### config.mk
export PLATFORM = sky130hd
export DESIGN_NAME = boot_mem
export DESIGN_NICKNAME = d
export VERILOG_FILES = /design/src/rtl/boot_mem_pkg.sv /design/src/rtl/boot_mem_scrubber.sv /design/src/rtl/boot_mem.sv
export SDC_FILE = /design/constraint.sdc
export NUM_CORES = 1
export LEC_CHECK = 0
export ABC_AREA = 1
export CORE_AREA = 2 2 177 144
export DETAILED_ROUTE_END_ITERATION = 8
export DIE_AREA = 0 0 179 146
export HOLD_SLACK_MARGIN = 0.15
export MAX_ROUTING_LAYER = met4
export PLACE_DENSITY = 0.77
export SLEW_MARGIN = 20
export SYNTH_ARGS = -nofsm -noshare
export SYNTH_HDL_FRONTEND = slang
export SYNTH_HIERARCHICAL = 1
export SYNTH_SLANG_ARGS = --single-unit
### constraint.sdc
create_clock -name clk -period 10.5 [get_ports clk]
set_input_delay 2.1 -clock clk [delete_from_list [all_inputs] [get_ports clk]]
set_output_delay 2.1 -clock clk [all_outputs]
set_load 0.005 [all_outputs]
### src/rtl/boot_mem_pkg.sv
// Shared types and default configuration for the boot_mem store.
package boot_mem_pkg;

  localparam int unsigned BOOT_DEPTH_DEFAULT     = 16;
  localparam int unsigned BOOT_WIDTH_DEFAULT     = 16;
  localparam int unsigned BOOT_ROM_WORDS_DEFAULT = 7;

  // Word 0 sits in the LSBs.
  localparam logic [BOOT_ROM_WORDS_DEFAULT*BOOT_WIDTH_DEFAULT-1:0] BOOT_IMG_DEFAULT =
    {16'h4000, 16'h3007, 16'hF400, 16'h1007, 16'hF800, 16'h4000, 16'hF200};

  typedef enum logic {
    ST_IDLE,
    ST_SCRUB
  } scrub_state_t;

endpackage

### src/rtl/boot_mem_scrubber.sv
// Scrub engine: walks the RAM region from ROM_WORDS to DEPTH-1 issuing zero writes.
module boot_mem_scrubber
  import boot_mem_pkg::*;
#(
  parameter int unsigned DEPTH     = BOOT_DEPTH_DEFAULT,
  parameter int unsigned ROM_WORDS = BOOT_ROM_WORDS_DEFAULT,
  localparam int unsigned ADDR_W   = $clog2(DEPTH)
) (
  input  logic              clk,
  input  logic              rst,
  input  logic              scrub_req,
  input  logic              locked,
  output logic              busy,
  output logic              zero_we,
  output logic [ADDR_W-1:0] zero_addr
);

  scrub_state_t      state_q, state_d;
  logic [ADDR_W-1:0] ptr_q, ptr_d;

  always_ff @(posedge clk or posedge rst) begin
    if (rst) begin
      state_q <= ST_IDLE;
      ptr_q   <= '0;
    end else begin
      state_q <= state_d;
      ptr_q   <= ptr_d;
    end
  end

  always_comb begin
    state_d = state_q;
    ptr_d   = ptr_q;
    unique case (state_q)
      ST_IDLE: begin
        if (scrub_req && !locked) begin
          state_d = ST_SCRUB;
          ptr_d   = ADDR_W'(ROM_WORDS);
        end
      end
      ST_SCRUB: begin
        // Stop on the last word so the pointer never wraps into the ROM region.
        if (ptr_q == ADDR_W'(DEPTH - 1)) begin
          state_d = ST_IDLE;
        end else begin
          ptr_d = ptr_q + 1'b1;
        end
      end
      default: state_d = ST_IDLE;
    endcase
  end

  assign busy      = (state_q == ST_SCRUB);
  assign zero_we   = (state_q == ST_SCRUB);
  assign zero_addr = ptr_q;

endmodule

### src/rtl/boot_mem.sv
// Boot store: preset read-only low words, writable RAM above, sticky lock and scrub.
// Build option BOOT_MEM_COMB_READ_EN selects a zero-latency combinational read path.
module boot_mem
  import boot_mem_pkg::*;
#(
  parameter int unsigned DEPTH     = BOOT_DEPTH_DEFAULT,
  parameter int unsigned WIDTH     = BOOT_WIDTH_DEFAULT,
  parameter int unsigned ROM_WORDS = BOOT_ROM_WORDS_DEFAULT,
  parameter logic [ROM_WORDS*WIDTH-1:0] INIT_IMAGE = BOOT_IMG_DEFAULT,
  localparam int unsigned ADDR_W   = $clog2(DEPTH)
) (
  input  logic              clk,
  input  logic              rst,
  input  logic              cs,
  input  logic              we,
  input  logic [ADDR_W-1:0] addr,
  input  logic [WIDTH-1:0]  din,
  output logic [WIDTH-1:0]  dout,
  input  logic              lock,
  input  logic              scrub_req,
  output logic              busy,
  output logic              wr_err
);

  logic [WIDTH-1:0]  mem [DEPTH];
  logic              locked;
  logic              zero_we;
  logic [ADDR_W-1:0] zero_addr;
  logic              in_rom;
  logic              wr_req;
  logic              wr_ok;
  logic              rd_req;

  boot_mem_scrubber #(
    .DEPTH     (DEPTH),
    .ROM_WORDS (ROM_WORDS)
  ) u_scrubber (
    .clk       (clk),
    .rst       (rst),
    .scrub_req (scrub_req),
    .locked    (locked),
    .busy      (busy),
    .zero_we   (zero_we),
    .zero_addr (zero_addr)
  );

  assign in_rom = (addr < ADDR_W'(ROM_WORDS));
  assign wr_req = cs && we;
  assign wr_ok  = wr_req && !busy && !locked && !in_rom;
  assign rd_req = cs && !we && !busy;

  // Scrub and CPU writes never collide: CPU writes are rejected while busy.
  always_ff @(posedge clk or posedge rst) begin
    if (rst) begin
      for (int unsigned i = 0; i < DEPTH; i++) begin
        if (i < ROM_WORDS) mem[i] <= INIT_IMAGE[i*WIDTH +: WIDTH];
        else               mem[i] <= '0;
      end
    end else if (zero_we) begin
      mem[zero_addr] <= '0;
    end else if (wr_ok) begin
      mem[addr] <= din;
    end
  end

  always_ff @(posedge clk or posedge rst) begin
    if (rst) begin
      locked <= 1'b0;
      wr_err <= 1'b0;
    end else begin
      if (lock) locked <= 1'b1;
      wr_err <= wr_req && !wr_ok;
    end
  end

`ifdef BOOT_MEM_COMB_READ_EN
  assign dout = rd_req ? mem[addr] : '0;
`else
  logic [WIDTH-1:0] dout_q;

  always_ff @(posedge clk or posedge rst) begin
    if (rst)         dout_q <= '0;
    else if (rd_req) dout_q <= mem[addr];
  end

  assign dout = dout_q;
`endif

endmodule

==> impl_metrics.env, run 1 <==
export IMPL_clock_skew_ns=0.0195
export IMPL_overflow=0
export IMPL_syn_instance_count=1983
export IMPL_io_pins=44
export IMPL_cts_hold_buf=0
export IMPL_clk_path_buf_depth=3
export IMPL_highest_layer="met4"
export IMPL_synthesis_nets=2010
export IMPL_synth_top_area_share=0.440
export IMPL_p_int_uw=1820
export IMPL_core_area_um2=24200
export IMPL_clk_pin_slew_ns=0.06
export IMPL_path_max_fanout=21
export IMPL_status="completed"
export IMPL_cts_tree="done"
export IMPL_fp_dieW_um=179
export IMPL_design_area_um2=15900
export IMPL_routed_wirelength_um=41200
export IMPL_drive_gt1_frac=0.0697
export IMPL_antenna_found_initial=0
export IMPL_hpwl_um=26600
export IMPL_cp_slowest_cell="nor2_2"
export IMPL_rsz0062_at_grt="false"
export IMPL_drtIter0Drc=1706
export IMPL_wl_met1_um=18200
export IMPL_grt_max_degree=143
export IMPL_yosys_area_top_type="dfrtp_1"
export IMPL_final_util=0.657
export IMPL_insertion_delay_ns=0.56
export IMPL_path_buf_inv=3
export IMPL_whs_ns=0.441
export IMPL_powerDensity_nw_per_um2=148
export IMPL_period_share=0.484
export IMPL_setup_tns_ns=0
export IMPL_synth_cell_types=29
export IMPL_clockPowerShare=0.487
export IMPL_p_leak_uw=0.00792
export IMPL_n_fill_cell=2074
export IMPL_crit_chain="clkdlybuf4s50_1 -> inv_1 -> nor2_2 -> nand2_1 -> inv_1 -> nand2_1 -> nand2_1 -> o21ai_0"
export IMPL_antennaDiodeCount=0
export IMPL_ant_nets=0
export IMPL_worst_path_largest_cell_delay_ns=0.74
export IMPL_syn_avg_cell_area_um2=7.26
export IMPL_synth_area_leaders="dfrtp_1 44%, nand2_1 18%, nand3_1 6.4%, nor2_1 6.3%, inv_1 5.8%"
export IMPL_maxCapViolations=0
export IMPL_die_height_um=146
export IMPL_drc=0
export IMPL_grt_total_usage=0.333
export IMPL_ys_seq_area_frac=0.487
export IMPL_cpLargestDelayFamily="simple AND/OR/NAND/NOR gates"
export IMPL_p_sw_frac=0.228
export IMPL_nNetsFinal=1984
export IMPL_crit_required_ns=10.90
export IMPL_cts_resized=0
export IMPL_dr_wl_met3_um=3780
export IMPL_clockRootBuffer="clkbuf_16"
export IMPL_combinationalPowerShare=0.052
export IMPL_final_hold_viol_count=0
export IMPL_htreeDepth=1
export IMPL_tightest_slew_ns=1.02
export IMPL_dr_wl_met2_um=18000
export IMPL_post_route_min_period_ns=5.08
export IMPL_drt_vias_per_instance=5.62
export IMPL_grt_pass1_wl_um=65400
export IMPL_startpoint_type="input pin"
export IMPL_cpMostUsedCell="nand2_1"
export IMPL_grt_pass1_vias=11900
export IMPL_syn_area_um2=14400
export IMPL_netSwitchingPower_uw=538
export IMPL_seqCellArea_um2=7020
export IMPL_initial_core_util=0.595
export IMPL_path_class="in -> reg"
export IMPL_cts_inserted_buffers=29
export IMPL_syn_to_final_growth_pct=10.4
export IMPL_yosysWarnings=6
export IMPL_slew_violations=0
export IMPL_clock_sinks=279
export IMPL_gp_congestion=0.955
export IMPL_hold_class="reg -> reg"
export IMPL_multiInputGateArea_um2=6000
export IMPL_postCtsSetupRepairBufs=0
export IMPL_seqPwrFrac=0.462
export IMPL_end_kind="flip-flop"
export IMPL_fmax_mhz=197
export IMPL_wire_per_inst_um=17.9
export IMPL_critPathArrivalTime_ns=5.48
export IMPL_drt_first_pass_iters=5
export IMPL_synth_seq_cells=279
export IMPL_die_area_um2=26100
export IMPL_detailed_place_area_um2=14800
export IMPL_setup_viol=0
export IMPL_io_buffers=43
export IMPL_max_slew_margin=0.316
export IMPL_num_rows=51
export IMPL_vias=12900
export IMPL_max_vdd_ir_drop_mv=0.152
area by class of cell:
type	instances	share of cell area
inverters	234	0.0557
flip-flops and latches	279	0.442
clock inverters	17	0.0154
repair buffers	54	0.0326
well taps	318	0.0250
clock buffers	37	0.0520
multi-input cells	1359	0.378
stage by stage:
step / setup WS (ns) / std cells / total power, µW
floorplan: 0.891 / 1983 / 1170
finish: 5.42 / 2298 / 2360
CTS: 5.55 / 2298 / 2370
global placement: 5.03 / 2244 / 1230
global route: 5.23 / 2298 / 2430
detailed placement: 4.99 / 2244 / 1230
sequential cells by signal, summed over array words and instances (netlist names):
name	flops
mem	256
dout	16
u_scrubber/zero_addr	4
locked	1
u_scrubber/busy	1
wr_err	1
cell usage after synthesis, drive strengths merged:
| cell type | instances |
|---|---|
| ha | 1 |
| a21oi | 1 |
| o21a | 1 |
| nor4 | 3 |
| o31ai | 80 |
| nor3b | 1 |
| inv | 229 |
| buf | 65 |
| nand3 | 187 |
| or2 | 17 |
| nor2 | 242 |
| clkinv | 5 |
| o22ai | 16 |
| nand2 | 705 |
| nor3 | 2 |
| nand4 | 4 |
| clkbuf | 46 |
| dfstp | 26 |
| o21ai | 99 |
| dfrtp | 253 |
path summary, 6_finish.rpt:
check | from | end | slack (ns) | cells past startpoint
max reg2reg | u_scrubber/busy | mem[11] | 7.35 | 7
min reg2reg | mem[204] | mem[204] | 0.44 | 2
max | addr[3] | mem[117] | 5.42 | 8
min | mem[204] | mem[204] | 0.44 | 2
max in group asynchronous | rst | mem[118] | 7.03 | 3
min in group asynchronous | rst | u_scrubber/busy | 1.92 | 2
placed cells by master, fill, tap and decap left out, types with 6 or more instances in the layout:
cell / n
nand2_2: 7
clkdlybuf4s50_1: 41
nand2_1: 696
o21ai_1: 9
buf_4: 11
nor2_1: 237
bufinv_16: 6
clkinv_2: 8
clkbuf_8: 7
nand3_1: 185
inv_1: 223
dfstp_2: 26
clkbuf_16: 29
or2_2: 17
dfrtp_1: 252
o21ai_0: 90
o22ai_1: 16
o31ai_1: 80
cells by family after synthesis:
| logic type | count (synthesis) | share of synthesized area |
|---|---|---|
| AND/OR/NAND/NOR | 1161 | 0.330 |
| adder cells (fa/ha/maj) | 1 | 0.000869 |
| buffers and inverters | 345 | 0.0966 |
| flip-flops | 279 | 0.487 |
| AO/OA/AOI/OAI | 197 | 0.0848 |
worst reg2reg max path, delay by kind of cell, from the launching register on:
| kind | cells | cell delay [ns] |
|---|---|---|
| buffers and inverters | 3 | 1.06 |
| AO/OA/AOI/OAI | 1 | 0.15 |
| AND/OR/NAND/NOR | 3 | 1.18 |
| flip-flops | 1 | 0.60 |
routing by layer:
layer / global-route usage / up-vias
met5: - / -
met4: 0.0939 / 0
met3: 0.0580 / 90
met2: 0.475 / 575
met1: 0.489 / 6127
li1: - / 6117
power groups by stage:
stage	Sequential (µW)	Combinational [µW]	Clock, µW
floorplan	1110	66.7	0
global placement	1110	120	0
detailed placement	1110	121	0
CTS	1090	122	1160
global route	1090	133	1200
finish	1090	122	1150
Note: power is estimated with default switching activity, not from simulation.
==> inputs of run 2 (changes only) <==
CORE_AREA = 2 2 183 149   (was 2 2 177 144)
DIE_AREA = 0 0 185 151   (was 0 0 179 146)
PLACE_DENSITY = 0.76   (was 0.77)
clock period = 4.5 ns   (was 10.5 ns; I/O delays follow)
==> impl_metrics.env, run 2 (synthesis results as in run 1) <==
export IMPL_status="completed"
export IMPL_max_slew_margin=0.322
export IMPL_critPathArrivalTime_ns=3.36
export IMPL_maxCapViolations=0
export IMPL_cts_hold_buf=0
export IMPL_drc=0
export IMPL_antennaDiodeCount=0
export IMPL_period_share=0.655
export IMPL_cpMostUsedCell="nand2_1"
export IMPL_path_max_fanout=21
export IMPL_drt_first_pass_iters=5
export IMPL_die_height_um=151
export IMPL_tightest_slew_ns=1.02
export IMPL_gp_congestion=0.972
export IMPL_io_pins=44
export IMPL_io_buffers=43
export IMPL_antenna_found_initial=0
export IMPL_wire_per_inst_um=17.6
export IMPL_grt_max_degree=118
export IMPL_clk_pin_slew_ns=0.06
export IMPL_syn_to_final_growth_pct=11.2
export IMPL_overflow=0
export IMPL_drive_gt1_frac=0.0743
export IMPL_grt_pass1_wl_um=65300
export IMPL_setup_tns_ns=0
export IMPL_cts_inserted_buffers=30
export IMPL_post_route_min_period_ns=2.95
export IMPL_startpoint_type="input pin"
export IMPL_hpwl_um=27400
export IMPL_whs_ns=0.440
export IMPL_p_leak_uw=0.00793
export IMPL_cts_resized=0
export IMPL_crit_required_ns=4.91
export IMPL_mostFrequentLayoutCells="696 x nand2_1, 252 x dfrtp_1, 237 x nor2_1, 223 x inv_1, 185 x nand3_1"
export IMPL_rsz0062_at_grt="false"
export IMPL_htreeDepth=1
export IMPL_die_area_um2=27900
export IMPL_final_hold_viol_count=0
export IMPL_ant_nets=0
export IMPL_clockRootBuffer="clkbuf_16"
export IMPL_crit_chain="clkdlybuf4s50_1 -> inv_1 -> nor2_2 -> nand2_1 -> buf_4 -> inv_1 -> nand2_1 -> nand2_1 -> o21ai_0"
export IMPL_clk_path_buf_depth=3
export IMPL_clock_skew_ns=0.0166
export IMPL_total_power_uw=5440
export IMPL_hold_class="reg -> reg"
export IMPL_num_rows=53
export IMPL_rrSetupSlack_ns=1.72
export IMPL_clock_sinks=279
export IMPL_end_kind="flip-flop"
export IMPL_design_area_um2=16000
export IMPL_cp_slowest_cell="nand2_1"
export IMPL_detailed_place_area_um2=14900
export IMPL_max_vdd_ir_drop_mv=0.387
export IMPL_postCtsSetupRepairBufs=0
export IMPL_drtIter0Drc=1495
export IMPL_fmax_mhz=339
export IMPL_nNetsFinal=1995
export IMPL_grt_pass1_vias=12100
export IMPL_layout_commonest_cell="nand2_1"
export IMPL_drt_vias_per_instance=5.50
export IMPL_routed_wirelength_um=41400
export IMPL_powerDensity_nw_per_um2=340
export IMPL_largest_register_ffs=256
export IMPL_core_area_um2=26000
export IMPL_cpLargestDelayFamily="simple AND/OR/NAND/NOR gates"
export IMPL_slew_violations=0
export IMPL_insertion_delay_ns=0.57
export IMPL_worst_path_largest_cell_delay_ns=0.65
export IMPL_grt_total_usage=0.311
export IMPL_top_register="mem"
export IMPL_path_buf_inv=4
export IMPL_setup_viol=0
export IMPL_cts_tree="done"
export IMPL_path_class="in -> reg"
export IMPL_fp_dieW_um=185
export IMPL_initial_core_util=0.554
export IMPL_vias=12900
==> run 2: cell types whose count changed in the layout (fill, tap and decap cells not counted), sizes merged <==
cell,delta
clkbuf,+1
buf,+10
bufinv,-2
clkinv,-1
inv,-2
clkinvlp,+6
==> run 2: routing by layer <==
metal,part of all wire,global-route usage,wire [µm],vias to the layer above
li1,-,-,-,6135
met1,0.44,0.441,18200,6128
met5,0,-,0,-
met3,0.099,0.0683,4100,104
met4,0.033,0.0948,1350,0
met2,0.43,0.447,17800,554
==> run 2: tightest hold or removal path: stages, from the launching register on <==
cell and delay, ns:
dfstp_2 0.37, inv_1 0.04, nor2_1 0.03
==> run 2: final timing paths <==
kind / startpoint / end / depth (start not counted)
max: addr[3] / mem[117] / 9
min: mem[221] / mem[221] / 2
max reg2reg: u_scrubber/busy / mem[117] / 6
min reg2reg: mem[221] / mem[221] / 2
max in group asynchronous: rst / mem[152] / 3
min in group asynchronous: rst / u_scrubber/busy / 2
==> run 2: layout make-up <==
class | count | area [µm²]
Fill cell | 2368 | 9990
Clock buffer | 38 | 831
Clock inverter | 18 | 223
Inverter | 234 | 882
Tap cell | 357 | 447
Sequential cell | 279 | 7020
Timing Repair Buffer | 64 | 606
Multi-Input combinational cell | 1359 | 6000
==> run 2: where the power goes <==
part	internal, µW	switching, µW
combinational	87.1	208
clock	1540	1070
sequential	2530	12.0
==> run 2: stage by stage <==
| stage | util | std cells | worst slack (ns) |
|---|---|---|---|
| 6_report | 0.616 | 2349 | 1.55 |
| 5_1_grt | 0.616 | 2349 | 1.40 |
| 4_1_cts | 0.615 | 2349 | 1.63 |
| 3_5_place_dp | 0.575 | 2293 | 1.06 |
| 3_3_place_gp | 0.575 | 2293 | 1.11 |
| 2_1_floorplan | - | 1983 | -0.00216 |
==> variant 1, RTL diff (flow settings as in run 1) <==
`BOOT_WIDTH_DEFAULT`: 16 -> 18.
--- a/src/rtl/boot_mem_pkg.sv
+++ b/src/rtl/boot_mem_pkg.sv
@@ -2,7 +2,7 @@
 package boot_mem_pkg;
 
   localparam int unsigned BOOT_DEPTH_DEFAULT     = 16;
-  localparam int unsigned BOOT_WIDTH_DEFAULT     = 16;
+  localparam int unsigned BOOT_WIDTH_DEFAULT     = 18;
   localparam int unsigned BOOT_ROM_WORDS_DEFAULT = 7;
 
   // Word 0 sits in the LSBs.
Interface: changed (resized din and dout); port bits go from 44 to 48. No check against the original RTL was run, so the function may have changed too.
==> variant 1 against run 1 <==
  * Cell area increased by 7.8%
  * Sequential share of layout area increased by 1.8 points
  * Critical path type unchanged
  * Routed wire length increased by 5.0%
  * Worst setup slack improved by 400 ps
  * Combinational power increased by 14%
  * Total power increased by 6.8%
  * Synthesized area increased by 8.5%
  * Sequential cell count increased by 34
  * Fmax increased by 8.6%
==> variant 1: results (changes against run 1) <==
* Compound-cell area share of the yosys netlist at 7.801% (-0.68 points)
* Top cells by instance count after synthesis: 699 x nand2_1, 287 x dfrtp_1, 264 x nor2_1
* Clock buffer count at 38 (+2.7%)
* Mapped Nets at 2109 (+4.9%)
* Number of flip-flops in the largest register at 288 (+13%)
* Met3 WL post-DR at 4230 um (+12%)
* Mean Syn Cell Area at 7.511 um^2 (+3.5%)
* Combinational Power at 139 uW (+14%)
* Layout Utilization at 70.86% (+5.2 points)
* Aggregate routed wire length at 43280 um (+5.0%)
* Met2 Resource Use GR at 49.88% (+2.4 points)
* Filler Cells Inserted at 1967 (-5.2%)
* Overall Global Routing Usage at 34.75% (+1.5 points)
* Result of the run: completed
* Net switching component of the power at 588.2 uW (+9.2%)
* Relative area of clock buffers and inverters in the final design at 6.155% (-0.58 points)
* Seq/Total Area, Yosys at 50.34% (+1.6 points)
* Area taken by multi-input logic gates at 0.006247 mm^2 (+4.1%)
* Ratio of cells with drive above 1 in the final layout at 7.656% (+0.69 points)
* Library cells used by synthesis at 34 (+17%)
* Maximum number of pins on one net before global-route repair at 195 (+36%)
* CP arrival at 5080 ps (-400 ps)
* Post-placement cell area at 0.01603 mm^2 (+8.2%)
* Wire length of the first global-routing pass at 69150 um (+5.7%)
* Multi-input gates at 1406 (+3.5%)
* Portion of the layout cell area used by non-clock buffers at 3.614% (+0.35 points)
* Relative contribution of the clock network to total power at 46.1% (-2.6 points)
* Clock buffer count from CTS at 31 (+6.9%)
* Crit path max-delay cell type: nand4_1
* Post-layout instance count excluding filler cells at 2408 (+4.8%)
* WL met1 at 18350 um (+0.87%)
* Last weighted congestion value of the routability-driven placer at 0.9263 (-3.0%)
* Largest stage delay, worst path at 1000 ps (+260 ps)
==> variant 1: changes by cell type in the layout (fill, tap and decap cells not counted), moves of 6 or more <==
cell / run 1 / this run
dfrtp_1: 252 / 286
nor2_1: 237 / 264
o31ai_1: 80 / 54
o22ai_1: 16 / 33
o21ai_1: 9 / 22
inv_1: 223 / 233
clkbuf_8: 7 / 1
==> variant 1: final timing paths <==
path,from,endpoint,slack (ps),cells after the start
setup / recovery,addr[2],mem[36]$_DFFE_PP0P_,5820,6
hold / removal,mem[202]$_DFFE_PP1P_,mem[202]$_DFFE_PP1P_,440,2
setup reg to reg,u_scrubber/busy$_DFF_PP0_,mem[36]$_DFFE_PP0P_,7270,6
hold reg to reg,mem[202]$_DFFE_PP1P_,mem[202]$_DFFE_PP1P_,440,2
max in group asynchronous,rst,mem[255]$_DFFE_PP0P_,6920,4
min in group asynchronous,rst,u_scrubber/zero_addr[0]$_DFFE_PP0P_,1820,2
==> variant 2, RTL diff (settings of run 1) <==
Without the edit above. Make the reset (`rst`) synchronous in 4 clocked blocks.
--- a/src/rtl/boot_mem_scrubber.sv
+++ b/src/rtl/boot_mem_scrubber.sv
@@ -18,7 +18,7 @@
   scrub_state_t      state_q, state_d;
   logic [ADDR_W-1:0] ptr_q, ptr_d;
 
-  always_ff @(posedge clk or posedge rst) begin
+  always_ff @(posedge clk) begin
     if (rst) begin
       state_q <= ST_IDLE;
       ptr_q   <= '0;
--- a/src/rtl/boot_mem.sv
+++ b/src/rtl/boot_mem.sv
@@ -50,7 +50,7 @@
   assign rd_req = cs && !we && !busy;
 
   // Scrub and CPU writes never collide: CPU writes are rejected while busy.
-  always_ff @(posedge clk or posedge rst) begin
+  always_ff @(posedge clk) begin
     if (rst) begin
       for (int unsigned i = 0; i < DEPTH; i++) begin
         if (i < ROM_WORDS) mem[i] <= INIT_IMAGE[i*WIDTH +: WIDTH];
@@ -63,7 +63,7 @@
     end
   end
 
-  always_ff @(posedge clk or posedge rst) begin
+  always_ff @(posedge clk) begin
     if (rst) begin
       locked <= 1'b0;
       wr_err <= 1'b0;
@@ -78,7 +78,7 @@
 `else
   logic [WIDTH-1:0] dout_q;
 
-  always_ff @(posedge clk or posedge rst) begin
+  always_ff @(posedge clk) begin
     if (rst)         dout_q <= '0;
     else if (rd_req) dout_q <= mem[addr];
   end
Formal check against the unedited RTL: differs if rst is asserted again (counterexample within 4 cycles, from zero or initial values and one cycle with rst high); with rst held inactive, the same outputs for 4 cycles.
==> variant 2 against run 1 <==
  * Die area stayed put
  * Worst setup slack worse by 350 ps
  * Cell area is 7.3% lower
  * First-iteration DRC count is 26% lower
  * Sequential cell count stayed put
  * Synthesized area is 9.9% lower
  * Routed wire length is 20% lower
  * Utilization is 4.8 points lower
  * Total power is 6.6% higher
  * Critical path type unchanged
==> variant 2: results (changes against run 1) <==
* Leading register cell type out of synthesis: edfxtp_1
* Clock latency on the worst-skew pair at 540 ps (-20 ps)
* Worst Hold Slack at 512.8 ps (+71.74 ps)
* Cell count after synthesis at 1295 (-35%)
* Top cells by instance count after synthesis: 321 x nand2_1, 256 x edfxtp_1, 132 x nand3_1
* Fraction of power spent switching nets at 23.50% (+0.66 points)
* Multi-input gates at 921 (-32%)
* Worst-Margin Slew at 1141 ps (+117.9 ps)
* Reg2reg setup slack at 7260 ps (-90 ps)
* Wire length of the first global-routing pass at 50640 um (-23%)
* Mean Syn Cell Area at 10.02 um^2 (+38%)
* Result of the run: completed
* Aggregate routed wire length at 33090 um (-20%)
* Power per cell area at 170.6 mW/mm^2 (+15%)
* Worst slack after detailed placement at 4629 ps (-361.5 ps)
* Register cell area after layout at 0.008148 mm^2 (+16%)
* Period utilisation layout at 51.73% (+3.3 points)
* Met3 demand-to-capacity share in global routing at 4.990% (-0.81 points)
* Crit path max-delay cell type: nand3_2
* Top cells by area, synth: edfxtp_1 59%, nand2_1 9.3%, nand3_1 5.1%
* Starting DRC count in detailed routing at 1269 (-26%)
* Largest stage delay, worst path at 810 ps (+70 ps)
* Grt met1 use at 35.56% (-13 points)
* Initial DRT Pass Iterations at 6 (+1)
* Last weighted congestion value of the routability-driven placer at 0.9199 (-3.7%)
* Ratio of cells with drive above 1 in the final layout at 9.929% (+3.0 points)
* Worst reg-to-reg path cell count at 8 (+1)
* Via count of the first global-routing pass at 9017 (-24%)
* Inverters at 89 (-62%)
* Portion of the layout cell area used by non-clock buffers at 3.872% (+0.61 points)
* Clock buffer count at 36 (-2.7%)
* Share of flip-flops with an asynchronous set or reset after synthesis at 0% (-100 points)
* Relative area of clock buffers and inverters in the final design at 6.216% (-0.52 points)
* IR drop worst, VDD at 115.6 uV (-24%)
* Detail Route met2 WL at 15860 um (-12%)
* Clock buffer count from CTS at 27 (-6.9%)
* CP arrival at 5670 ps (+190 ps)
variant 2: power by group through the flow:
stage	clock network (uW)	registers (uW)	logic, uW
2_1_floorplan	0	1300	142
3_3_place_gp	0	1300	211
3_5_place_dp	0	1310	216
4_1_cts	1020	1280	217
5_1_grt	1060	1290	243
6_report	1010	1280	221
variant 2: kinds of logic after synthesis:
| logic type | share of synthesized area (%) |
|---|---|
| fa+ha+maj | 0.09644 |
| buf+inv | 6.047 |
| flops | 62.81 |
| compound gates | 4.601 |
| other cells | 0.02891 |
| simple gates | 26.42 |
variant 2: path summary, 6_finish.rpt:
check / startpoint / to
worst min register to register: locked$_SDFFE_PP0P_ / locked$_SDFFE_PP0P_
worst max-delay path: addr[3] / mem[8][0]$_SDFFCE_PN0P_
worst max register to register: u_scrubber/busy$_SDFF_PP0_ / mem[8][0]$_SDFFCE_PN0P_
worst min-delay path: locked$_SDFFE_PP0P_ / locked$_SDFFE_PP0P_
